### config.mk
export PLATFORM = sky130hd
export DESIGN_NAME = am_demod_flat
export DESIGN_NICKNAME = d
export VERILOG_FILES = /design/src/rtl/am_pkg.sv /design/src/rtl/am_demod_if.sv /design/src/rtl/am_demod_dc_track.sv /design/src/rtl/am_demod.sv /design/src/flat_wrapper.sv
export SDC_FILE = /design/constraint.sdc
export NUM_CORES = 1
export LEC_CHECK = 0
export BUFFER_PORTS_ARGS = -buffer_cell sky130_fd_sc_hd__buf_4
export CORE_UTILIZATION = 55
export DETAILED_ROUTE_END_ITERATION = 16
export MAX_ROUTING_LAYER = met4
export PLACE_DENSITY_LB_ADDON = 0.25
export SETUP_SLACK_MARGIN = 0.4
export SLEW_MARGIN = 20
export SYNTH_ARGS = -nofsm -noshare
export SYNTH_HDL_FRONTEND = slang
export SYNTH_SLANG_ARGS = --single-unit
### constraint.sdc
create_clock -name clk -period 3.64 [get_ports clk]
set_input_delay 0.182 -clock clk [delete_from_list [all_inputs] [get_ports clk]]
set_output_delay 0.182 -clock clk [all_outputs]
set_load 0.05 [all_outputs]
### src/rtl/am_pkg.sv
// Shared constants and offset-binary helpers for the AM modulator/demodulator chain.
package am_pkg;

    localparam int DW = 12;
    localparam logic [DW-1:0] MIDSCALE = 12'h800;

    function automatic logic signed [DW-1:0] ob2s(input logic [DW-1:0] ob);
        return $signed({~ob[DW-1], ob[DW-2:0]});
    endfunction

    function automatic logic [DW-1:0] s2ob(input logic signed [DW-1:0] s);
        return {~s[DW-1], s[DW-2:0]};
    endfunction

    // Overflow shows up as the two top bits disagreeing.
    function automatic logic signed [DW-1:0] saturate(input logic signed [DW:0] v);
        logic signed [DW-1:0] r;
        if (v[DW] != v[DW-1]) begin
            r = v[DW] ? $signed({1'b1, {(DW-1){1'b0}}}) : $signed({1'b0, {(DW-1){1'b1}}});
        end else begin
            r = v[DW-1:0];
        end
        return r;
    endfunction

endpackage

### src/rtl/am_demod_if.sv
// Sample-in / envelope-and-message-out bundle of the AM demodulator.
interface am_demod_if;

    logic                    in_valid;
    logic [am_pkg::DW-1:0]   adc_data;
    logic [am_pkg::DW-1:0]   env_data;
    logic                    env_valid;
    logic [am_pkg::DW-1:0]   demod_data;
    logic                    demod_valid;

    modport master (
        output in_valid, adc_data,
        input  env_data, env_valid, demod_data, demod_valid
    );

    modport slave (
        input  in_valid, adc_data,
        output env_data, env_valid, demod_data, demod_valid
    );

endinterface

### src/rtl/am_demod_dc_track.sv
// Leaky DC tracker: removes the carrier level from the envelope, primed by the first dump.
module am_demod_dc_track
    import am_pkg::*;
#(
    parameter int DC_SHIFT = 8
) (
    input  logic          clk,
    input  logic          rst,
    input  logic          env_valid_i,
    input  logic [DW-1:0] env_data_i,
    output logic          demod_valid_o,
    output logic [DW-1:0] demod_data_o
);

    localparam int ACC_W = DW + DC_SHIFT + 1;

    logic [ACC_W-1:0]      dc_acc_q, dc_acc_d;
    logic                  primed_q, primed_d;
    logic [DW-1:0]         demod_q, demod_d;
    logic                  demod_valid_q;
    logic [DW:0]           dc_s;
    logic signed [DW:0]    ac_s;
    logic signed [DW-1:0]  sat_s;

    // env and dc are both within 0..2048, so the difference fits DW+1 bits.
    assign dc_s  = dc_acc_q[DC_SHIFT +: DW+1];
    assign ac_s  = $signed({1'b0, env_data_i}) - $signed(dc_s);
    assign sat_s = saturate(ac_s);

    // Next-state for the tracker; the accumulator integrates the unsaturated error.
    always_comb begin
        dc_acc_d = dc_acc_q;
        primed_d = primed_q;
        demod_d  = demod_q;
        if (env_valid_i) begin
            if (primed_q) begin
                dc_acc_d = dc_acc_q + {{(ACC_W-DW-1){ac_s[DW]}}, ac_s};
                demod_d  = s2ob(sat_s);
            end else begin
                dc_acc_d = {1'b0, env_data_i, {DC_SHIFT{1'b0}}};
                primed_d = 1'b1;
                demod_d  = MIDSCALE;
            end
        end else begin
            dc_acc_d = dc_acc_q;
            primed_d = primed_q;
            demod_d  = demod_q;
        end
    end

    // Tracker state and registered outputs.
    always_ff @(posedge clk) begin
        if (rst) begin
            dc_acc_q      <= {ACC_W{1'b0}};
            primed_q      <= 1'b0;
            demod_q       <= MIDSCALE;
            demod_valid_q <= 1'b0;
        end else begin
            dc_acc_q      <= dc_acc_d;
            primed_q      <= primed_d;
            demod_q       <= demod_d;
            demod_valid_q <= env_valid_i;
        end
    end

    assign demod_valid_o = demod_valid_q;
    assign demod_data_o  = demod_q;

endmodule

### src/rtl/am_demod.sv
// AM envelope demodulator: rectify, integrate-and-dump, then strip the carrier DC.
module am_demod
    import am_pkg::*;
#(
    parameter int DEC_LOG2 = 6,
    parameter int DC_SHIFT = 8
) (
    input  logic        clk,
    input  logic        rst,
    am_demod_if.slave   bus
);

    localparam int ACC_W = DW + DEC_LOG2;

    logic                  s1_valid_q;
    logic signed [DW-1:0]  s1_data_q;
    logic                  s2_valid_q;
    logic [DW-1:0]         s2_mag_q;
    logic [DW-1:0]         mag_s;
    logic [ACC_W-1:0]      acc_q, acc_d, sum_s;
    logic [DEC_LOG2-1:0]   cnt_q, cnt_d;
    logic [DW-1:0]         env_q, env_d;
    logic                  env_valid_q, env_valid_d;
    logic                  demod_valid_s;
    logic [DW-1:0]         demod_data_s;

    // Two's-complement negate in DW bits leaves -2048 as 0x800, i.e. 2048 unsigned.
    assign mag_s = s1_data_q[DW-1] ? (~$unsigned(s1_data_q) + {{(DW-1){1'b0}}, 1'b1})
                                   : $unsigned(s1_data_q);
    assign sum_s = acc_q + {{DEC_LOG2{1'b0}}, s2_mag_q};

    // Window accumulation; the last sample is folded into the dump, not the next window.
    always_comb begin
        acc_d       = acc_q;
        cnt_d       = cnt_q;
        env_d       = env_q;
        env_valid_d = 1'b0;
        if (s2_valid_q) begin
            if (cnt_q == {DEC_LOG2{1'b1}}) begin
                env_d       = sum_s[DEC_LOG2 +: DW];
                env_valid_d = 1'b1;
                acc_d       = {ACC_W{1'b0}};
                cnt_d       = {DEC_LOG2{1'b0}};
            end else begin
                acc_d = sum_s;
                cnt_d = cnt_q + {{(DEC_LOG2-1){1'b0}}, 1'b1};
            end
        end else begin
            acc_d = acc_q;
            cnt_d = cnt_q;
        end
    end

    // Input capture, rectifier and integrate-and-dump registers.
    always_ff @(posedge clk) begin
        if (rst) begin
            s1_valid_q  <= 1'b0;
            s1_data_q   <= {DW{1'b0}};
            s2_valid_q  <= 1'b0;
            s2_mag_q    <= {DW{1'b0}};
            acc_q       <= {ACC_W{1'b0}};
            cnt_q       <= {DEC_LOG2{1'b0}};
            env_q       <= {DW{1'b0}};
            env_valid_q <= 1'b0;
        end else begin
            s1_valid_q  <= bus.in_valid;
            s1_data_q   <= bus.in_valid ? ob2s(bus.adc_data) : s1_data_q;
            s2_valid_q  <= s1_valid_q;
            s2_mag_q    <= mag_s;
            acc_q       <= acc_d;
            cnt_q       <= cnt_d;
            env_q       <= env_d;
            env_valid_q <= env_valid_d;
        end
    end

    am_demod_dc_track #(
        .DC_SHIFT(DC_SHIFT)
    ) u_dc_track (
        .clk          (clk),
        .rst          (rst),
        .env_valid_i  (env_valid_q),
        .env_data_i   (env_q),
        .demod_valid_o(demod_valid_s),
        .demod_data_o (demod_data_s)
    );

    assign bus.env_data    = env_q;
    assign bus.env_valid   = env_valid_q;
    assign bus.demod_data  = demod_data_s;
    assign bus.demod_valid = demod_valid_s;

endmodule
### src/flat_wrapper.sv
// flat-port wrapper written by rule: the top's interface ports become plain ports
module am_demod_flat import am_pkg::*;
#(
    parameter int DEC_LOG2 = 6,
    parameter int DC_SHIFT = 8
)
  (clk, rst, bus_in_valid, bus_adc_data, bus_env_data, bus_env_valid, bus_demod_data, bus_demod_valid);
  am_demod_if bus_i ();
  input  logic clk;
  input  logic rst;
  input wire logic [$bits(bus_i.in_valid)-1:0] bus_in_valid;
  input wire logic [$bits(bus_i.adc_data)-1:0] bus_adc_data;
  output wire logic [$bits(bus_i.env_data)-1:0] bus_env_data;
  output wire logic [$bits(bus_i.env_valid)-1:0] bus_env_valid;
  output wire logic [$bits(bus_i.demod_data)-1:0] bus_demod_data;
  output wire logic [$bits(bus_i.demod_valid)-1:0] bus_demod_valid;
  assign bus_i.in_valid = bus_in_valid;
  assign bus_i.adc_data = bus_adc_data;
  assign bus_env_data = bus_i.env_data;
  assign bus_env_valid = bus_i.env_valid;
  assign bus_demod_data = bus_i.demod_data;
  assign bus_demod_valid = bus_i.demod_valid;
  am_demod #(.DEC_LOG2(DEC_LOG2), .DC_SHIFT(DC_SHIFT)) u_core (.clk(clk), .rst(rst), .bus(bus_i));
endmodule
# Word level (Yosys, flattened, before mapping)

Cells that the tools add are included.

Bitwise gates (word level): 5
Eq/ne operators: 2
Multiplexer cells: 8
Add/subtract/negate cells: 5
Reductions and logical operators: 3

Operators by type and width:

| cell                                          | number |
|---|---|
| two-way mux 12 bit                            | 3 |
| adder 21 bit                                  | 1 |
| two-way mux 21 bit                            | 1 |
| adder 18 x 12 -> 18 bit                       | 1 |
| two-way mux 18 bit                            | 1 |
| subtractor 13 bit                             | 1 |
| adder 12 x 1 -> 12 bit, second input constant | 1 |
| inverter 12 bit                               | 1 |
| two-way mux 11 bit                            | 1 |
| adder 6 x 1 -> 6 bit, second input constant   | 1 |
| == test 6 bit, second input constant          | 1 |
| two-way mux 6 bit                             | 1 |
| inverter 1 bit                                | 4 |
| OR reduction 2 bit                            | 2 |
| AND reduction 2 bit                           | 1 |
| two-way mux 1 bit                             | 1 |
| != test 1 bit                                 | 1 |

Bits of input ports: 15
Output and inout bits: 26
Register bits after elaboration: 98
Word-level logic and storage cells: 36

# Longest topological paths before layout

Depth after elaboration: 5
Mapped depth: 18
Gate-level depth less buffers: 17

# Hierarchy

A second synthesis with hierarchy kept.

Cells, all modules: 750
Area, all modules: 6272.3 um2

Modules (own cells, without submodules):

| module            | times used | cells an instance | seq. area each (um2) | area an instance (um2) |
|---|---|---|---|---|
| am_demod          | 1          | 351               | 1261.2               | 3136.8 |
| am_demod_dc_track | 1          | 399               | 700.7                | 3135.5 |

# Worst setup path after synthesis

No wires, ideal clock.

Kind: register to register
Start: register u_core.env_q[0], in the netlist u_core.bus.env_data[0]
End: register u_core.u_dc_track.dc_acc_q[19]
Buffers on the path: 1
Period minus slack after synthesis: 4.298 ns
Data arrival time: 4.184 ns
Cell stages (with the launch flop): 19
Required time: 3.526 ns
Library setup time: 0.114 ns
Path slack: -0.658 ns
Cells stage by stage: dfxtp_1 > inv_1 > ha_1 > fa_1 > and2b_1 > o31a_2 > nor3_2 > o31ai_4 > xor2_2 > buf_4 > inv_1 > ha_1 > a21o_1 > a21oi_1 > a2bb2oi_1 > a21oi_1 > a21o_1 > xnor2_1 > a2111oi_0

Cells in the longest elaborated chain, start to end: 3

Ends and longest elaborated chain:

| item                   | RTL line                | source |
|---|---|---|
| from (decl)            | am_demod.sv:22          | `logic [DW-1:0] env_q, env_d;` |
| from (signal assigned) | am_demod.sv:63          | `env_q <= {DW{1'b0}};` |
| from (signal assigned) | am_demod.sv:72          | `env_q <= env_d;` |
| subtractor 13 bit      | am_demod_dc_track.sv:27 | `assign ac_s = $signed({1'b0, env_data_i}) - $signed(dc_s);` |
| adder 21 bit           | am_demod_dc_track.sv:37 | `dc_acc_d = dc_acc_q + {{(ACC_W-DW-1){ac_s[DW]}}, ac_s};` |
| two-way mux 21 bit     | am_demod_dc_track.sv:36 | `if (primed_q) begin` |
| to (signal assigned)   | am_demod_dc_track.sv:54 | `dc_acc_q <= {ACC_W{1'b0}};` |
| to (decl)              | am_demod_dc_track.sv:17 | `logic [ACC_W-1:0] dc_acc_q, dc_acc_d;` |

Every way passes these cells.
A chain may end at the register's enable or synchronous reset.

# Worst setup path in the final report

Start: register u_core.env_q[0], in the netlist u_core.bus.env_data[0]
End: register u_core.u_dc_track.dc_acc_q[18]

The elaborated chain is that of the path after synthesis.

==> results.json <==
{
  "p_per_area_nw_per_um2": 262,
  "wirelength_um": 16500,
  "cp_data_required_time_ns": 3.89,
  "ys_types": 72,
  "slew_viol_final": 0,
  "fmax_mhz": 271,
  "clk_path_buf_depth": 2,
  "antenna_found_initial": 0,
  "synth_top_family_by_area": "compound AO/OA/AOI/OAI gates",
  "hold_viol_final": 0,
  "synthArstFlopShare": 0,
  "yosysTopAreaCell": "dfxtp_1",
  "synth-simple-area-share": 0.189,
  "synth_mux_area_frac": 0.0279,
  "syn_area_sq_um": 6100,
  "path_max_fanout": 4,
  "port_buffers": 40,
  "die-area_sq_um": 11500,
  "leakagePower_nw": 3.22,
  "clk_pin_slew_worst_paths_ns": 0.09,
  "antenna_left": 0,
  "setup_ws_ns": -0.0540,
  "track_usage": 0.302,
  "ys_top_cells_by_area": "dfxtp_1, ha_1, nor2_1",
  "netlist.area_leader.share": 0.322,
  "ir_drop_mv": 0.276,
  "crit_type": "reg -> reg",
  "diodes": 0,
  "yosys_most_used_dff": "dfxtp_1",
  "cts-buffers-inserted": 9,
  "ys_seq_area_frac": 0.322,
  "wl_per_cell_um": 17.0,
  "synth_compound_area_frac": 0.238,
  "grt_pass1_vias": 5576,
  "fin_setup_tns_ns": -0.163,
  "syn_inst": 729,
  "status": "finished, violations left",
  "vias_per_cell": 5.94,
  "ys_seq_elements": 98,
  "hold_class": "in -> reg",
  "utilization": 0.700,
  "worst_pin_slew_ns": 1.02,
  "die_x_um": 107,
  "hpwl_um": 11800,
  "end_kind": "flip-flop",
  "tritoncts": "yes",
  "place.gp.congestion": 0.899,
  "num_vias": 5751,
  "cts.sinks": 98,
  "drtIter0Drc": 265,
  "core_sq_um": 10800,
  "startpoint_type": "flip-flop",
  "clockRootBuffer": "clkbuf_8",
  "syn_nets": 794,
  "critical_path_arrival_ns": 3.94,
  "grt_max_degree": 78,
  "design_area_sq_um": 7590,
  "yosys.area_share.xor_xnor": 0.0700,
  "violations": "negative setup slack",
  "min_period_ns": 3.69,
  "syn_area_per_cell_sq_um": 8.36,
  "maxCapViolCount": 0,
  "synth_adder_area_share": 0.110,
  "initial_core_util": 0.562,
  "grt_pass1_wl_um": 26400,
  "rows": 38,
  "grt_overflow": 0,
  "drtPass1Iterations": 4,
  "io_pins": 41,
  "synth_edf_count": 0,
  "drive_above_1_share": 0.246,
  "htreeDepth": 3,
  "setup_violations": 5,
  "finClkSkew_ns": 0.0136,
  "placed_area_sq_um": 6900,
  "drc": 0,
  "clkLatencyLatePin_ns": 0.40,
  "rsz0062_at_grt": "true",
  "fp.dieH_um": 107,
  "yosys_warnings": 0,
  "final_nets": 889,
  "relSlewSlack": 0.321,
  "syn_to_final_growth_pct": 24.5,
  "fin_crit_sh": 1.01
}
==> where the power goes <==
group	switching (mW)	total [mW]	internal, mW
Sequential	0.0200	1.11	1.09
Clock	0.404	0.737	0.333
Combinational	0.0791	0.136	0.0569
Total	0.503	1.99	1.48
==> sequential cells by signal, summed over array words and instances (netlist names) <==
register	flops
u_core.u_dc_track.demod_data_o	12
u_core.u_dc_track.demod_valid_o	1
u_core.u_dc_track.primed_q	1
u_core.s1_valid_q	1
u_core.s1_data_q	12
u_core.acc_q	18
u_core.u_dc_track.dc_acc_q	21
u_core.cnt_q	6
u_core.bus.env_valid	1
u_core.s2_mag_q	12
u_core.s2_valid_q	1
u_core.bus.env_data	12
==> critical path: stages (launching register included) <==
cell	delay, ns
dfxtp_4	0.37
inv_4	0.04
ha_4	0.15
fa_2	0.35
and2b_1	0.23
o31a_2	0.18
nor3_4	0.06
o31ai_4	0.23
xor2_2	0.23
clkinvlp_4	0.20
buf_6	0.17
ha_4	0.20
a21o_1	0.18
buf_4	0.14
or3_1	0.36
o21ba_2	0.21
xnor2_1	0.15
o22ai_1	0.09
==> path summary, 6_finish.rpt <==
check	from	endpoint	slack, ns	depth (start not counted)
hold reg to reg	u_core.s1_valid_q	u_core.s2_valid_q	0.47	1
hold / removal	bus_adc_data[8]	u_core.s1_data_q[8]	0.02	3
setup reg to reg	u_core.bus.env_data[0]	u_core.u_dc_track.dc_acc_q[18]	-0.05	17
setup / recovery	u_core.bus.env_data[0]	u_core.u_dc_track.dc_acc_q[18]	-0.05	17
==> routing by layer <==
layer | GRT usage | share of wire | vias to the layer above
met4 | 0.125 | 0.027 | 0
met5 | - | 0 | -
met2 | 0.506 | 0.49 | 138
met1 | 0.360 | 0.43 | 2754
li1 | - | - | 2815
met3 | 0.0527 | 0.051 | 44
==> cells in the mapped netlist, types with 17 or more instances <==
cell type  count
nor2_1        91
ha_1          47
dfxtp_1       98
nand2_1       51
xor2_1        20
o21ai_0       23
mux2i_1       17
a21oi_1       47
inv_1         33
xnor2_1       25
clkbuf_1      25
==> final cells by class <==
type                    count  area [sq um]
multi-input cells         565          4230
repair buffers            115           881
flip-flops and latches     98          1980
clock buffers              11           141
clock inverters             4          52.6
well taps                 140           175
inverters                  35           138
fillers                   842          3250
==> cells by family after synthesis <==
group / Yosys count
buffers and inverters: 66
XOR/XNOR: 47
AO/OA/AOI/OAI: 206
flip-flops: 98
AND/OR/NAND/NOR: 243
adder cells (fa/ha/maj): 52
multiplexers: 17
==> placed cells by master, fill, tap and decap left out, drive strengths merged, types with 11 or more instances in the layout <==
cell type / synthesis / layout
a211oi: 11 / 11
a21o: 16 / 16
a21oi: 48 / 48
and3: 11 / 11
buf: 6 / 114
clkbuf: 25 / 11
dfxtp: 98 / 98
ha: 47 / 47
inv: 34 / 33
mux2i: 17 / 17
nand2: 51 / 51
nand2b: 11 / 11
nand3: 13 / 13
nor2: 92 / 92
nor2b: 12 / 12
nor3: 17 / 17
o21a: 13 / 13
o21ai: 35 / 35
xnor2: 25 / 25
xor2: 22 / 22
==> per-stage QoR <==
step | power (mW) | setup WS [ns] | hold slack, ns | instances
floorplan | 1.23 | -0.144 | 0.283 | 729
global placement | 1.27 | -0.0777 | 0.369 | 928
detailed placement | 1.27 | -0.139 | 0.375 | 928
CTS | 2.00 | 0.00132 | 0.0157 | 956
global route | 2.05 | -0.271 | 0.0141 | 968
finish | 1.99 | -0.0540 | 0.0227 | 968
==> repair_timing <==
item,in CTS,in global routing
hold endpoints to repair,1,0
pin swaps,21,16
endpoints found under the setup margin,13,13
gates resized for setup,27,35
setup buffers,12,12
hold buffers,1,0
(Power assumes the default switching activity.)
